### config.mk
export PLATFORM = sky130hd
export DESIGN_NAME = modport_rd_fifo
export DESIGN_NICKNAME = d
export VERILOG_FILES = /design/src/rtl/modport_rd_pkg.sv /design/src/rtl/modport_rd_mem.sv /design/src/rtl/modport_rd_fifo.sv
export SDC_FILE = /design/constraint.sdc
export NUM_CORES = 1
export LEC_CHECK = 0
export CAP_MARGIN = 20
export CORE_UTILIZATION = 45
export CTS_CLUSTER_SIZE = 10
export DETAILED_ROUTE_END_ITERATION = 6
export GPL_ROUTABILITY_DRIVEN = 0
export PLACE_DENSITY = 0.78
export REMOVE_ABC_BUFFERS = 1
export SLEW_MARGIN = 25
export SYNTH_ARGS = -nofsm -noshare
export SYNTH_HDL_FRONTEND = slang
export SYNTH_HIERARCHICAL = 1
export SYNTH_SLANG_ARGS = --single-unit
### constraint.sdc
create_clock -name i_clk -period 2 [get_ports i_clk]
set_clock_uncertainty 0.15 [all_clocks]
set_input_delay 0.3 -clock i_clk [delete_from_list [all_inputs] [get_ports i_clk]]
set_output_delay 0.3 -clock i_clk [all_outputs]
set_load 0.005 [all_outputs]
### src/rtl/modport_rd_pkg.sv
`default_nettype none
// ============================================================================
// Module      : modport_rd_pkg
// Description : Shared definitions for the modport_rd_fifo block: default
//               data width and depth, pointer/count typedefs derived from
//               them, and a power-of-two check on the default depth.
// Revision    : 1.0 - initial release
// ============================================================================
package modport_rd_pkg;

    localparam int WIDTH_DEF = 4;
    localparam int DEPTH_DEF = 4;

    localparam int PTR_W_DEF = $clog2(DEPTH_DEF);
    localparam int CNT_W_DEF = PTR_W_DEF + 1;

    typedef logic [PTR_W_DEF-1:0] ptr_t;
    typedef logic [CNT_W_DEF-1:0] cnt_t;

    // Pointers wrap by natural binary overflow, which only works when the
    // depth is a power of two.
    localparam bit DEPTH_IS_POW2 = (DEPTH_DEF >= 2) &&
                                   ((DEPTH_DEF & (DEPTH_DEF - 1)) == 0);

endpackage : modport_rd_pkg
`default_nettype wire

### src/rtl/modport_rd_mem.sv
`default_nettype none
// ============================================================================
// Module      : modport_rd_mem
// Description : FIFO storage array. One synchronous write port, one
//               asynchronous read port. The array is intentionally not reset.
// Ports       : i_clk            - rising-edge clock
//               i_we             - write enable
//               i_waddr/i_wdata  - write address / data
//               i_raddr          - read address
//               o_rdata          - read data (combinational)
// Revision    : 1.0 - initial release
// ============================================================================
module modport_rd_mem #(
    parameter int WIDTH  = 4,
    parameter int DEPTH  = 4,
    parameter int ADDR_W = $clog2(DEPTH)
) (
    input  logic              i_clk,
    input  logic              i_we,
    input  logic [ADDR_W-1:0] i_waddr,
    input  logic [WIDTH-1:0]  i_wdata,
    input  logic [ADDR_W-1:0] i_raddr,
    output logic [WIDTH-1:0]  o_rdata
);

    logic [WIDTH-1:0] r_mem [DEPTH];

    always_ff @(posedge i_clk) begin
        if (i_we) begin
            r_mem[i_waddr] <= i_wdata;
        end
    end

    assign o_rdata = r_mem[i_raddr];

endmodule : modport_rd_mem
`default_nettype wire

### src/rtl/modport_rd_fifo.sv
`default_nettype none
// ============================================================================
// Module      : modport_rd_fifo
// Description : Synchronous FIFO with a writer side (i_en/i_a/o_rdy) and a
//               reader side (i_rd/o_vld/o_a/o_b). Head data is presented in
//               true (o_a) and inverted (o_b) polarity, both forced to zero
//               while empty. o_ovf is a sticky flag set when a write is
//               dropped because the FIFO is full.
// Ports       : i_clk, i_rst (sync, active high)
//               i_en, i_a, o_rdy         - producer side
//               i_rd, o_vld, o_a, o_b    - consumer side
//               o_ovf                    - sticky overflow flag
//               o_level                  - registered count (optional)
// Config      : MODPORT_RD_FIFO_LEVEL_EN - when defined, adds o_level.
// Revision    : 1.0 - initial release
// ============================================================================
module modport_rd_fifo
    import modport_rd_pkg::*;
#(
    parameter int WIDTH = WIDTH_DEF,
    parameter int DEPTH = DEPTH_DEF
) (
    input  logic             i_clk,
    input  logic             i_rst,
    input  logic             i_en,
    input  logic [WIDTH-1:0] i_a,
    output logic             o_rdy,
    input  logic             i_rd,
    output logic             o_vld,
    output logic [WIDTH-1:0] o_a,
    output logic [WIDTH-1:0] o_b,
    output logic             o_ovf
`ifdef MODPORT_RD_FIFO_LEVEL_EN
    ,
    output logic [$clog2(DEPTH):0] o_level
`endif
);

    localparam int c_PTR_W = $clog2(DEPTH);
    localparam int c_CNT_W = c_PTR_W + 1;

    localparam logic [c_PTR_W-1:0] c_PTR_ONE = c_PTR_W'(1);
    localparam logic [c_CNT_W-1:0] c_CNT_ONE = c_CNT_W'(1);
    localparam logic [c_CNT_W-1:0] c_CNT_MAX = c_CNT_W'(DEPTH);

    logic [c_PTR_W-1:0] r_wptr;
    logic [c_PTR_W-1:0] r_rptr;
    logic [c_CNT_W-1:0] r_count;
    logic               r_ovf;

    logic               w_rdy;
    logic               w_vld;
    logic               w_push;
    logic               w_pop;
    logic [WIDTH-1:0]   w_head;

    // Flow control comes from the registered count only, so a pop on the
    // same edge never makes room for a write while full.
    assign w_rdy  = (r_count < c_CNT_MAX);
    assign w_vld  = (r_count != '0);
    assign w_push = i_en & w_rdy;
    assign w_pop  = i_rd & w_vld;

    modport_rd_mem #(
        .WIDTH  (WIDTH),
        .DEPTH  (DEPTH),
        .ADDR_W (c_PTR_W)
    ) u_mem (
        .i_clk   (i_clk),
        .i_we    (w_push),
        .i_waddr (r_wptr),
        .i_wdata (i_a),
        .i_raddr (r_rptr),
        .o_rdata (w_head)
    );

    always_ff @(posedge i_clk) begin
        if (i_rst) begin
            r_wptr  <= '0;
            r_rptr  <= '0;
            r_count <= '0;
            r_ovf   <= 1'b0;
        end else begin
            // Power-of-two depth: pointer overflow is the wrap to zero.
            if (w_push) begin
                r_wptr <= r_wptr + c_PTR_ONE;
            end
            if (w_pop) begin
                r_rptr <= r_rptr + c_PTR_ONE;
            end
            case ({w_push, w_pop})
                2'b10:   r_count <= r_count + c_CNT_ONE;
                2'b01:   r_count <= r_count - c_CNT_ONE;
                default: r_count <= r_count;
            endcase
            if (i_en && !w_rdy) begin
                r_ovf <= 1'b1;
            end
        end
    end

    assign o_rdy = w_rdy;
    assign o_vld = w_vld;
    assign o_a   = w_vld ? w_head  : '0;
    assign o_b   = w_vld ? ~w_head : '0;
    assign o_ovf = r_ovf;

`ifdef MODPORT_RD_FIFO_LEVEL_EN
    assign o_level = r_count;
`endif

endmodule : modport_rd_fifo
`default_nettype wire

* Word-level counts from Yosys, hierarchy flattened
Memories as Yosys holds them, arrays and structs flattened. A register that Yosys moved wholly into a read port is not among the register bits.
Index checks and enable logic that the tools add are counted.
** Operators by class
- Add/sub/neg operators :: 4
- $lt $le $gt $ge :: 1
- Equality and inequality tests :: 2
- Multiplexer cells :: 7
- Bitwise operators :: 3
- Reductions and logical operators :: 4
** Operator list (count)
- $mux 4 :: 2
- $pmux 3 s2 :: 1
- $add 2x1->2 const B :: 2
- $mux 2 :: 2
- $not 4->4 :: 1
- $add 3x1->3 const B :: 1
- $lt 3x3->1 const B :: 1
- $reduce_bool 3->1 :: 1
- $sub 3x1->3 const B :: 1
- $and 1x1->1 :: 2
- $eq 2x1->1 const B :: 1
- $eq 2x2->1 const B :: 1
- $mux 1 :: 2
- $reduce_bool 2->1 :: 1
- $logic_and 1x1->1 :: 1
- $logic_not 1->1 :: 1
** Word-level totals
- Flip-flop bits (word level) :: 8
- RAM bits :: 16
- Input bits :: 8
- Output and inout port bits :: 11
- Word-level logic and storage cells :: 26
- Memories :: 1
** Memory list
- u_mem.r_mem :: depth 4, width 4, rd ports 1, clocked after memory_dff 1, wr ports 1, RTL line modport_rd_mem.sv:26 : logic [WIDTH-1:0] r_mem [DEPTH];

* Longest topological paths before layout
Gate-level depths: netlist of the first run.
- Depth in word-level cells :: 4
- Depth in mapped cells :: 8
- Mapped depth without buffers :: 8

* Hierarchy
Netlist of the first run, hierarchy kept.
** Modules (own cells, without submodules)
- modport_rd_mem :: instances 1, cells each 24, area an instance 616.8 um^2
- modport_rd_fifo :: instances 1, cells each 52, area an instance 412.9 um^2

* Worst setup path before layout of the first run
No wires, ideal clock.
- Path kind :: flip-flop to flip-flop
- Start point :: register r_count[2]
- End point :: register r_count[2]
- Library setup time :: 0.070 ns
- Arrival :: 1.695 ns
- Required time :: 1.780 ns
- Slack :: 0.085 ns
- Cell stages (with the launch flop) :: 9
- Buffers on the path :: 0
- Clock period less this slack :: 1.915 ns
- Cell sequence :: dfxtp_1 -> inv_1 -> nand2_1 -> ha_1 -> inv_1 -> fa_1 -> xor2_1 -> or3_1 -> a21oi_1
** Between the ends
- Word-level cells in the longest chain between the ends :: 4
- Elaborated cells between the ends (all ways) :: 10
- Those cells by class :: add/sub: 2; order compare: 1; eq/ne: 2; mux: 1; bitwise: 2; reduce/logical: 2
** Ends and longest elaborated chain
- from (decl) :: RTL line modport_rd_fifo.sv:48 : logic [c_CNT_W-1:0] r_count;
- from (signal assigned) :: RTL line modport_rd_fifo.sv:92 : 2'b10: r_count <= r_count + c_CNT_ONE;
- from (signal assigned) :: RTL line modport_rd_fifo.sv:93 : 2'b01: r_count <= r_count - c_CNT_ONE;
- from (signal assigned) :: RTL line modport_rd_fifo.sv:94 : default: r_count <= r_count;
- $lt 3x3->1 * :: RTL line modport_rd_fifo.sv:59 : assign w_rdy = (r_count < c_CNT_MAX);
- net o_rdy :: RTL line modport_rd_fifo.sv:27 : output logic o_rdy,
- $and 1x1->1 * :: RTL line modport_rd_fifo.sv:61 : assign w_push = i_en & w_rdy;
- $eq 2x1->1 / $eq 2x2->1 (equally long branches) :: RTL line modport_rd_fifo.sv:91 : case ({w_push, w_pop})
- $pmux 3 s2 / $reduce_bool 2->1 (equally long branches)
Mark *: on every way through the listed nets, which the timed path passes. The rest lies on a longest branch.
A chain may end at the register's enable or synchronous reset.

==> run_summary.xml, run 1 <==
<?xml version="1.0" encoding="UTF-8"?>
<metrics>
  <group name="run_status">
    <metric name="outcome" unit="">complete, but fails checks</metric>
    <metric name="violations" unit="">setup timing</metric>
  </group>
  <group name="power_and_ir_drop">
    <metric name="power_switching_share" unit="%">30.6</metric>
    <metric name="power.total" unit="W">0.00202</metric>
    <metric name="power.net_switching" unit="W">0.000618</metric>
    <metric name="powerDensity" unit="mW/mm²">1420</metric>
    <metric name="power_report.internal_total" unit="W">0.00140</metric>
    <metric name="share_clk_of_total_power" unit="%">17.0</metric>
    <metric name="relative_contribution_of_sequential_cells_to_total_power" unit="%">36.6</metric>
    <metric name="peakVddDrop" unit="mV">0.865</metric>
    <metric name="power_leakage" unit="nW">0.563</metric>
    <metric name="comb_power_share" unit="%">46.4</metric>
  </group>
  <group name="worst_setup_path">
    <metric name="slowest_stage" unit="">sky130_fd_sc_hd__mux4_2</metric>
    <metric name="worstPathMaxFanout" unit="">5</metric>
    <metric name="cp.arrival" unit="ns">1.59</metric>
    <metric name="crit_chain" unit="">buf_6 -&gt; mux4_2 -&gt; nor2b_1 -&gt; buf_2</metric>
    <metric name="crit_path_start_kind" unit="">flip-flop</metric>
    <metric name="critical-path-max-stage-delay" unit="ns">0.50</metric>
    <metric name="cp_top_family" unit="">multiplexers</metric>
    <metric name="cp-end-kind" unit="">primary output</metric>
    <metric name="crit_required" unit="ns">1.55</metric>
    <metric name="classification_of_the_worst_setup_path" unit="">flip-flop to primary output</metric>
    <metric name="critPathBufInv" unit="">2</metric>
  </group>
  <group name="die">
    <metric name="rows" unit="">16</metric>
    <metric name="die_area" unit="mm²">0.00248</metric>
    <metric name="die_width" unit="µm">49.8</metric>
    <metric name="boundaryPins" unit="">19</metric>
    <metric name="placeableCoreArea" unit="mm²">0.00206</metric>
    <metric name="start_util" unit="%">49.9</metric>
    <metric name="die_height" unit="µm">49.8</metric>
  </group>
  <group name="route">
    <metric name="final_antenna_net_count" unit="">0</metric>
    <metric name="routedWlPerCell" unit="µm">14.4</metric>
    <metric name="detail_route.drc_violations" unit="">0</metric>
    <metric name="drt_iter0_markers" unit="">23</metric>
    <metric name="drt-total-wl" unit="mm">1.99</metric>
    <metric name="route.detailed.vias_per_inst" unit="">4.99</metric>
    <metric name="routed-via-count" unit="">689</metric>
    <metric name="drt_pre_antenna_iters" unit="">4</metric>
  </group>
  <group name="yosys">
    <metric name="dominant_combinational_cell_family_by_area_after_synthesis" unit="">simple AND/OR/NAND/NOR gates</metric>
    <metric name="compound_gate_portion_of_the_synthesized_area" unit="%">3.65</metric>
    <metric name="yosys.area_share.simple" unit="%">13.1</metric>
    <metric name="post_synth_xor_area_fraction" unit="%">4.25</metric>
    <metric name="yosys_register_bits" unit="">24</metric>
    <metric name="synthesis.instances" unit="">76</metric>
    <metric name="yosys.area_share.adder" unit="%">3.16</metric>
    <metric name="netlist_area" unit="mm²">0.00103</metric>
    <metric name="ys.warnings.count" unit="">6</metric>
    <metric name="number_of_library_cell_types_mapped_by_synthesis" unit="">22</metric>
    <metric name="synthMuxAreaShare" unit="%">10.2</metric>
    <metric name="sequential_fraction_of_the_synthesis_area" unit="%">62.2</metric>
    <metric name="syn_area_per_cell" unit="µm²">13.5</metric>
  </group>
  <group name="cells_and_area">
    <metric name="fillCellCount" unit="">150</metric>
    <metric name="seq_area" unit="µm²">656</metric>
    <metric name="area_of_the_multi_input_gates" unit="µm²">379</metric>
    <metric name="layout.cells.non_filler" unit="">138</metric>
    <metric name="final_nets" unit="">122</metric>
    <metric name="drive_above_1_share" unit="%">36.9</metric>
    <metric name="area_growth_syn_to_layout" unit="%">37.5</metric>
    <metric name="n_antenna_cell" unit="">0</metric>
  </group>
  <group name="clock_tree">
    <metric name="cts.sinks" unit="">24</metric>
    <metric name="clk-insertion-delay-late" unit="ns">0.31</metric>
    <metric name="clkTransAtPathRegs" unit="ns">0.13</metric>
    <metric name="cts_tree" unit="">built</metric>
    <metric name="h-tree-depth" unit="">1</metric>
    <metric name="ctsLongestPathBuffers" unit="">2</metric>
    <metric name="master_cell_of_the_clock_root_buffer" unit="">sky130_fd_sc_hd__clkbuf_4</metric>
    <metric name="tritoncts.num_buffers" unit="">3</metric>
  </group>
  <group name="grt">
    <metric name="overflow" unit="">0</metric>
    <metric name="grt_antenna_before_repair" unit="">0</metric>
    <metric name="grt_usage" unit="%">17.5</metric>
    <metric name="grt_start_max_net_pins" unit="">15</metric>
    <metric name="global_route_wire_length_before_repair" unit="mm">3.15</metric>
    <metric name="grt_pass1_vias" unit="">680</metric>
  </group>
  <group name="sta">
    <metric name="max_clock_freq" unit="GHz">0.491</metric>
    <metric name="layout_min_cycle_time" unit="ns">2.04</metric>
    <metric name="hold_viol" unit="">0</metric>
    <metric name="slew-limit-headroom" unit="%">79.0</metric>
    <metric name="finalCritPeriodShare" unit="%">102</metric>
    <metric name="grt_setup_unrepaired" unit="">yes</metric>
    <metric name="measured_slew_at_the_worst_slew_check_pin" unit="ns">0.314</metric>
    <metric name="slew_viol_final" unit="">0</metric>
    <metric name="setup_viol" unit="">2</metric>
    <metric name="finalWorstSetupSlack" unit="ns">-0.0370</metric>
  </group>
  <group name="place">
    <metric name="dpl_worst_slack" unit="ns">-0.368</metric>
    <metric name="hpwlAfterDp" unit="mm">1.42</metric>
    <metric name="placed_cells" unit="">129</metric>
    <metric name="io_buffer_count" unit="">18</metric>
  </group>
  <group name="min_path">
    <metric name="hold_path.class" unit="">flip-flop to flip-flop</metric>
  </group>
  <group name="run">
    <metric name="max_cap_violations" unit="">0</metric>
  </group>
</metrics>
[worst paths after layout]
check | start | slack, ns | endpoint | cells past startpoint
worst max register to register | r_count[1] | 0.04 | r_count[2] | 8
worst min-delay path | o_ovf | 0.34 | o_ovf | 2
worst min register to register | o_ovf | 0.34 | o_ovf | 2
worst max-delay path | r_rptr[0] | -0.04 | o_a[0] | 4
[synthesized netlist by cell type, drive strengths merged]
master / n / area [µm²]
a21oi: 4 / 20.0
and3: 1 / 6.26
and3b: 2 / 17.5
buf: 1 / 5.00
clkbuf: 1 / 3.75
dfxtp: 8 / 160
edfxtp: 16 / 480
fa: 1 / 20.0
ha: 1 / 12.5
inv: 7 / 26.3
mux4: 4 / 105
nand2: 2 / 7.51
nand3b: 1 / 7.51
nor2: 11 / 41.3
nor2b: 4 / 25.0
nor3: 1 / 10.0
nor3b: 1 / 7.51
o21ai: 2 / 10.0
o31ai: 1 / 7.51
or3: 2 / 12.5
xnor2: 1 / 8.76
xor2: 4 / 35.0
[cells by family (layout without fill, tap and decap cells)]
family                   after synthesis  after routing
AND/OR/NAND/NOR                       25             25
flip-flops                            24             24
buffers and inverters                  9             44
AO/OA/AOI/OAI                          7              7
XOR/XNOR                               5              5
multiplexers                           4              4
adder cells (fa/ha/maj)                2              2
[power groups by stage]
| stage | logic [W] | clock network [W] | registers, W |
|---|---|---|---|
| floorplan | 0.000382 | 0 | 0.000691 |
| detailed placement | 0.000836 | 0 | 0.000704 |
| CTS | 0.000854 | 0.000348 | 0.000713 |
| global route | 0.00103 | 0.000362 | 0.000752 |
| global placement | 0.000801 | 0 | 0.000694 |
| finish | 0.000936 | 0.000342 | 0.000739 |
[placed cells by master (no fill, tap or decap)]
cell and instances:
sky130_fd_sc_hd__a21oi_1 4, sky130_fd_sc_hd__and3_1 1, sky130_fd_sc_hd__and3b_1 2, sky130_fd_sc_hd__buf_2 7, sky130_fd_sc_hd__buf_4 11, sky130_fd_sc_hd__buf_6 4, sky130_fd_sc_hd__bufinv_16 1, sky130_fd_sc_hd__clkbuf_2 1
sky130_fd_sc_hd__clkbuf_4 3, sky130_fd_sc_hd__clkdlybuf4s50_1 8, sky130_fd_sc_hd__dfxtp_1 4, sky130_fd_sc_hd__dfxtp_4 4, sky130_fd_sc_hd__dlygate4sd2_1 1, sky130_fd_sc_hd__dlymetal6s2s_1 1, sky130_fd_sc_hd__edfxtp_1 16, sky130_fd_sc_hd__fa_2 1
sky130_fd_sc_hd__ha_4 1, sky130_fd_sc_hd__inv_1 7, sky130_fd_sc_hd__mux4_2 4, sky130_fd_sc_hd__nand2_1 1, sky130_fd_sc_hd__nand2_2 1, sky130_fd_sc_hd__nand3b_1 1, sky130_fd_sc_hd__nor2_1 10, sky130_fd_sc_hd__nor2_2 1
sky130_fd_sc_hd__nor2b_1 4, sky130_fd_sc_hd__nor3_4 1, sky130_fd_sc_hd__nor3b_1 1, sky130_fd_sc_hd__o21ai_0 2, sky130_fd_sc_hd__o31ai_4 1, sky130_fd_sc_hd__or3_1 2, sky130_fd_sc_hd__xnor2_1 1, sky130_fd_sc_hd__xor2_1 4
[metal layers]
metal	part of all wire (%)	GRT usage (%)
met5	0	0
met2	48	29.3
met4	1.8	8.10
met3	4.5	1.85
met1	46	22.9
[sequential cells by signal, summed over array words and instances, names as in the netlist]
register,cells
r_count,3
r_wptr,2
r_rptr,2
u_mem/r_mem,16
o_ovf,1
[worst register-to-register path: cells and delay by family (launching register included)]
kind / cells / cell delay, ns
adders and majority gates: 2 / 0.49
DFF: 1 / 0.41
and+or+nand+nor: 1 / 0.31
AOI/OAI and AO/OA: 2 / 0.22
buffers and inverters: 2 / 0.17
xor gates and xnor gates: 1 / 0.15
[metrics by stage]
step,hold WS (ns),utilization [%],TNS (ns),area [µm²]
floorplan,0.219,-,0,1020
global placement,0.303,63.5,-0.986,1310
detailed placement,0.314,63.5,-1.35,1310
CTS,0.349,66.0,-0.0732,1360
global route,0.386,68.7,-0.348,1420
finish,0.342,68.7,-0.0601,1420
[what timing repair did]
action,4_1_cts,5_1_grt
hold endpoints to repair,0,0
hold buffers,0,0
pin swaps,5,3
setup endpoints to repair,10,8
buffers inserted,4,1
gates resized for setup,43,14
[final cells by class]
cell class / count / share of cell area, %
tap: 27 / 2.39
clock inverter: 1 / 2.12
timing repair buffer: 33 / 19.0
clock buffer: 3 / 1.59
inverter: 7 / 1.86
multi-input combinational: 43 / 26.8
sequential: 24 / 46.3
No activity file was read; power rests on OpenSTA's default activity.
==> inputs of run 2 (changes only) <==
--- a/config.mk
+++ b/config.mk
@@ -6,6 +6,7 @@
 export NUM_CORES = 1
 export LEC_CHECK = 0
 export CAP_MARGIN = 20
+export CORE_MARGIN = 3
 export CORE_UTILIZATION = 45
 export CTS_CLUSTER_SIZE = 10
 export DETAILED_ROUTE_END_ITERATION = 6
==> run 2 against run 1 <==
  * The flow still finishes with violations (setup timing)
  * Core utilization unchanged
  * Worst hold slack better by 0.0065 ns
  * Die area up 17%
  * Cell count up 1.4%
  * Count of clock-buffer cells in the layout unchanged
  * Sequential power down 3.2%
  * Flip-flop and latch count unchanged
  * Total power down 1.4%
  * First-iteration DRC count down 74%
==> run_summary.xml, run 2 (same netlist as run 1, synthesis figures left out) <==
<?xml version="1.0" encoding="UTF-8"?>
<metrics>
  <group name="die">
    <metric name="start_util" unit="%">49.9</metric>
    <metric name="rows" unit="">16</metric>
    <metric name="boundaryPins" unit="">19</metric>
    <metric name="die_area" unit="mm²">0.00290</metric>
    <metric name="die_height" unit="µm">53.8</metric>
    <metric name="placeableCoreArea" unit="mm²">0.00206</metric>
    <metric name="die_width" unit="µm">53.8</metric>
  </group>
  <group name="place">
    <metric name="placement.cell_area" unit="mm²">0.00131</metric>
    <metric name="io_buffer_count" unit="">18</metric>
    <metric name="hpwlAfterDp" unit="mm">1.28</metric>
    <metric name="dpl_worst_slack" unit="ns">-0.397</metric>
  </group>
  <group name="route">
    <metric name="routed-via-count" unit="">709</metric>
    <metric name="routedWlPerCell" unit="µm">13.7</metric>
    <metric name="drt_iter0_markers" unit="">6</metric>
    <metric name="detail_route.drc_violations" unit="">0</metric>
    <metric name="final_antenna_net_count" unit="">0</metric>
    <metric name="drt_pre_antenna_iters" unit="">4</metric>
    <metric name="route.detailed.vias_per_inst" unit="">5.06</metric>
    <metric name="drt-total-wl" unit="mm">1.92</metric>
  </group>
  <group name="power_and_ir_drop">
    <metric name="power_leakage" unit="nW">0.566</metric>
    <metric name="comb_power_share" unit="%">46.7</metric>
    <metric name="power_switching_share" unit="%">30.9</metric>
    <metric name="share_clk_of_total_power" unit="%">17.4</metric>
    <metric name="power.total" unit="W">0.00199</metric>
    <metric name="power_report.internal_total" unit="W">0.00138</metric>
    <metric name="power.net_switching" unit="W">0.000614</metric>
    <metric name="relative_contribution_of_sequential_cells_to_total_power" unit="%">35.9</metric>
    <metric name="peakVddDrop" unit="mV">0.950</metric>
    <metric name="powerDensity" unit="mW/mm²">1400</metric>
  </group>
  <group name="sta">
    <metric name="measured_slew_at_the_worst_slew_check_pin" unit="ns">0.306</metric>
    <metric name="timing.hold.ws" unit="ns">0.349</metric>
    <metric name="hold_viol" unit="">0</metric>
    <metric name="max_clock_freq" unit="GHz">0.487</metric>
    <metric name="setup_viol" unit="">4</metric>
    <metric name="grt_setup_unrepaired" unit="">yes</metric>
    <metric name="finalWorstSetupSlack" unit="ns">-0.0529</metric>
    <metric name="layout_min_cycle_time" unit="ns">2.05</metric>
    <metric name="slew-limit-headroom" unit="%">79.5</metric>
    <metric name="finalCritPeriodShare" unit="%">103</metric>
    <metric name="slew_viol_final" unit="">0</metric>
  </group>
  <group name="grt">
    <metric name="grt_pass1_vias" unit="">680</metric>
    <metric name="grt_antenna_before_repair" unit="">0</metric>
    <metric name="overflow" unit="">0</metric>
    <metric name="grt_start_max_net_pins" unit="">15</metric>
    <metric name="globalRoute.busiestLayer" unit="">met2</metric>
    <metric name="grt_usage" unit="%">16.4</metric>
    <metric name="grt.met3_usage" unit="%">3.88</metric>
    <metric name="grt_util_met1" unit="%">21.6</metric>
    <metric name="global_route_wire_length_before_repair" unit="mm">3.22</metric>
    <metric name="grt_util_met2" unit="%">24.4</metric>
  </group>
  <group name="cells_and_area">
    <metric name="finish.instance_area" unit="mm²">0.00142</metric>
    <metric name="seq_area" unit="µm²">653</metric>
    <metric name="n_antenna_cell" unit="">0</metric>
    <metric name="layout.cells.most_common" unit="">sky130_fd_sc_hd__edfxtp_1</metric>
    <metric name="fillCellCount" unit="">147</metric>
    <metric name="largest_reg_flops" unit="">16</metric>
    <metric name="area_of_the_multi_input_gates" unit="µm²">370</metric>
    <metric name="drive_above_1_share" unit="%">38.9</metric>
    <metric name="area_growth_syn_to_layout" unit="%">37.5</metric>
    <metric name="layout.core_utilization" unit="%">68.7</metric>
    <metric name="max_flop_register" unit="">u_mem/r_mem</metric>
    <metric name="reg.largest.list" unit="">u_mem/r_mem (16), r_count (3)</metric>
    <metric name="mostFrequentLayoutCells" unit="">sky130_fd_sc_hd__edfxtp_1, sky130_fd_sc_hd__buf_4, sky130_fd_sc_hd__nor2_1, sky130_fd_sc_hd__clkdlybuf4s50_1, sky130_fd_sc_hd__buf_2</metric>
    <metric name="final_nets" unit="">124</metric>
  </group>
  <group name="worst_setup_path">
    <metric name="critPathBufInv" unit="">2</metric>
    <metric name="cp.arrival" unit="ns">1.60</metric>
    <metric name="critical-path-max-stage-delay" unit="ns">0.52</metric>
    <metric name="crit_chain" unit="">buf_6 -&gt; mux4_2 -&gt; nor2b_4 -&gt; buf_2</metric>
    <metric name="slowest_stage" unit="">sky130_fd_sc_hd__mux4_2</metric>
    <metric name="classification_of_the_worst_setup_path" unit="">flip-flop to primary output</metric>
    <metric name="cp-end-kind" unit="">primary output</metric>
    <metric name="worstPathMaxFanout" unit="">4</metric>
    <metric name="crit_path_start_kind" unit="">flip-flop</metric>
    <metric name="cp_top_family" unit="">multiplexers</metric>
    <metric name="crit_required" unit="ns">1.55</metric>
  </group>
  <group name="clock_tree">
    <metric name="cts_tree" unit="">built</metric>
    <metric name="master_cell_of_the_clock_root_buffer" unit="">sky130_fd_sc_hd__clkbuf_4</metric>
    <metric name="cts.sinks" unit="">24</metric>
    <metric name="clk-insertion-delay-late" unit="ns">0.32</metric>
    <metric name="h-tree-depth" unit="">1</metric>
    <metric name="clkTransAtPathRegs" unit="ns">0.13</metric>
    <metric name="ctsLongestPathBuffers" unit="">2</metric>
    <metric name="tritoncts.num_buffers" unit="">3</metric>
  </group>
  <group name="run">
    <metric name="max_cap_violations" unit="">0</metric>
  </group>
  <group name="min_path">
    <metric name="hold_path.class" unit="">flip-flop to flip-flop</metric>
  </group>
  <group name="run_status">
    <metric name="violations" unit="">setup timing</metric>
    <metric name="outcome" unit="">complete, but fails checks</metric>
  </group>
</metrics>
run 2: what timing repair did:
item / 4_1_cts / 5_1_grt
hold endpoints to repair: 0 / 0
endpoints found under the setup margin: 10 / 9
hold buffers: 0 / 0
pin swaps: 4 / 1
setup buffers: 6 / 1
gates resized for setup: 50 / 7
run 2: path summary, 6_finish.rpt:
check | cells past startpoint | slack (ns) | end | startpoint
worst max-delay path | 4 | -0.05 | o_a[1] | r_rptr[0]
worst min-delay path | 2 | 0.35 | o_ovf | o_ovf
worst max register to register | 8 | 0.10 | r_count[2] | r_count[2]
worst min register to register | 2 | 0.35 | o_ovf | o_ovf
run 2: metal layers:
layer  wire [µm]  vias to the layer above  share of wire [%]
met5           0                        -                  0
met4          51                        0                2.7
met3          96                        5                5.0
met2         921                       16                 48
met1         852                      345                 44
li1            -                      343                  -
run 2: final cells by class:
cell class	instances	area share (%)
sequential	24	46.1
multi-input combinational	43	26.1
timing repair buffer	35	19.8
tap	27	2.39
clock inverter	1	2.12
inverter	7	1.86
clock buffer	3	1.59
run 2: stage by stage:
stage | std cells | TNS [ns]
after floorplan | 74 | 0
after detailed placement | 129 | -1.50
final | 140 | -0.168
after global routing | 140 | -0.705
after global placement | 129 | -1.15
after CTS | 139 | -0.196
run 2: power by group through the flow:
stage / Clock (W) / Sequential (W) / Combinational [W]
global route: 0.000376 / 0.000726 / 0.00103
detailed placement: 0 / 0.000699 / 0.000838
CTS: 0.000358 / 0.000704 / 0.000881
finish: 0.000345 / 0.000715 / 0.000930
floorplan: 0 / 0.000691 / 0.000382
global placement: 0 / 0.000694 / 0.000809
run 2: worst min-delay path, stage by stage (launching register included):
cell and delay, ns:
sky130_fd_sc_hd__dfxtp_1 0.35, sky130_fd_sc_hd__a21oi_1 0.04, sky130_fd_sc_hd__nor2_1 0.08
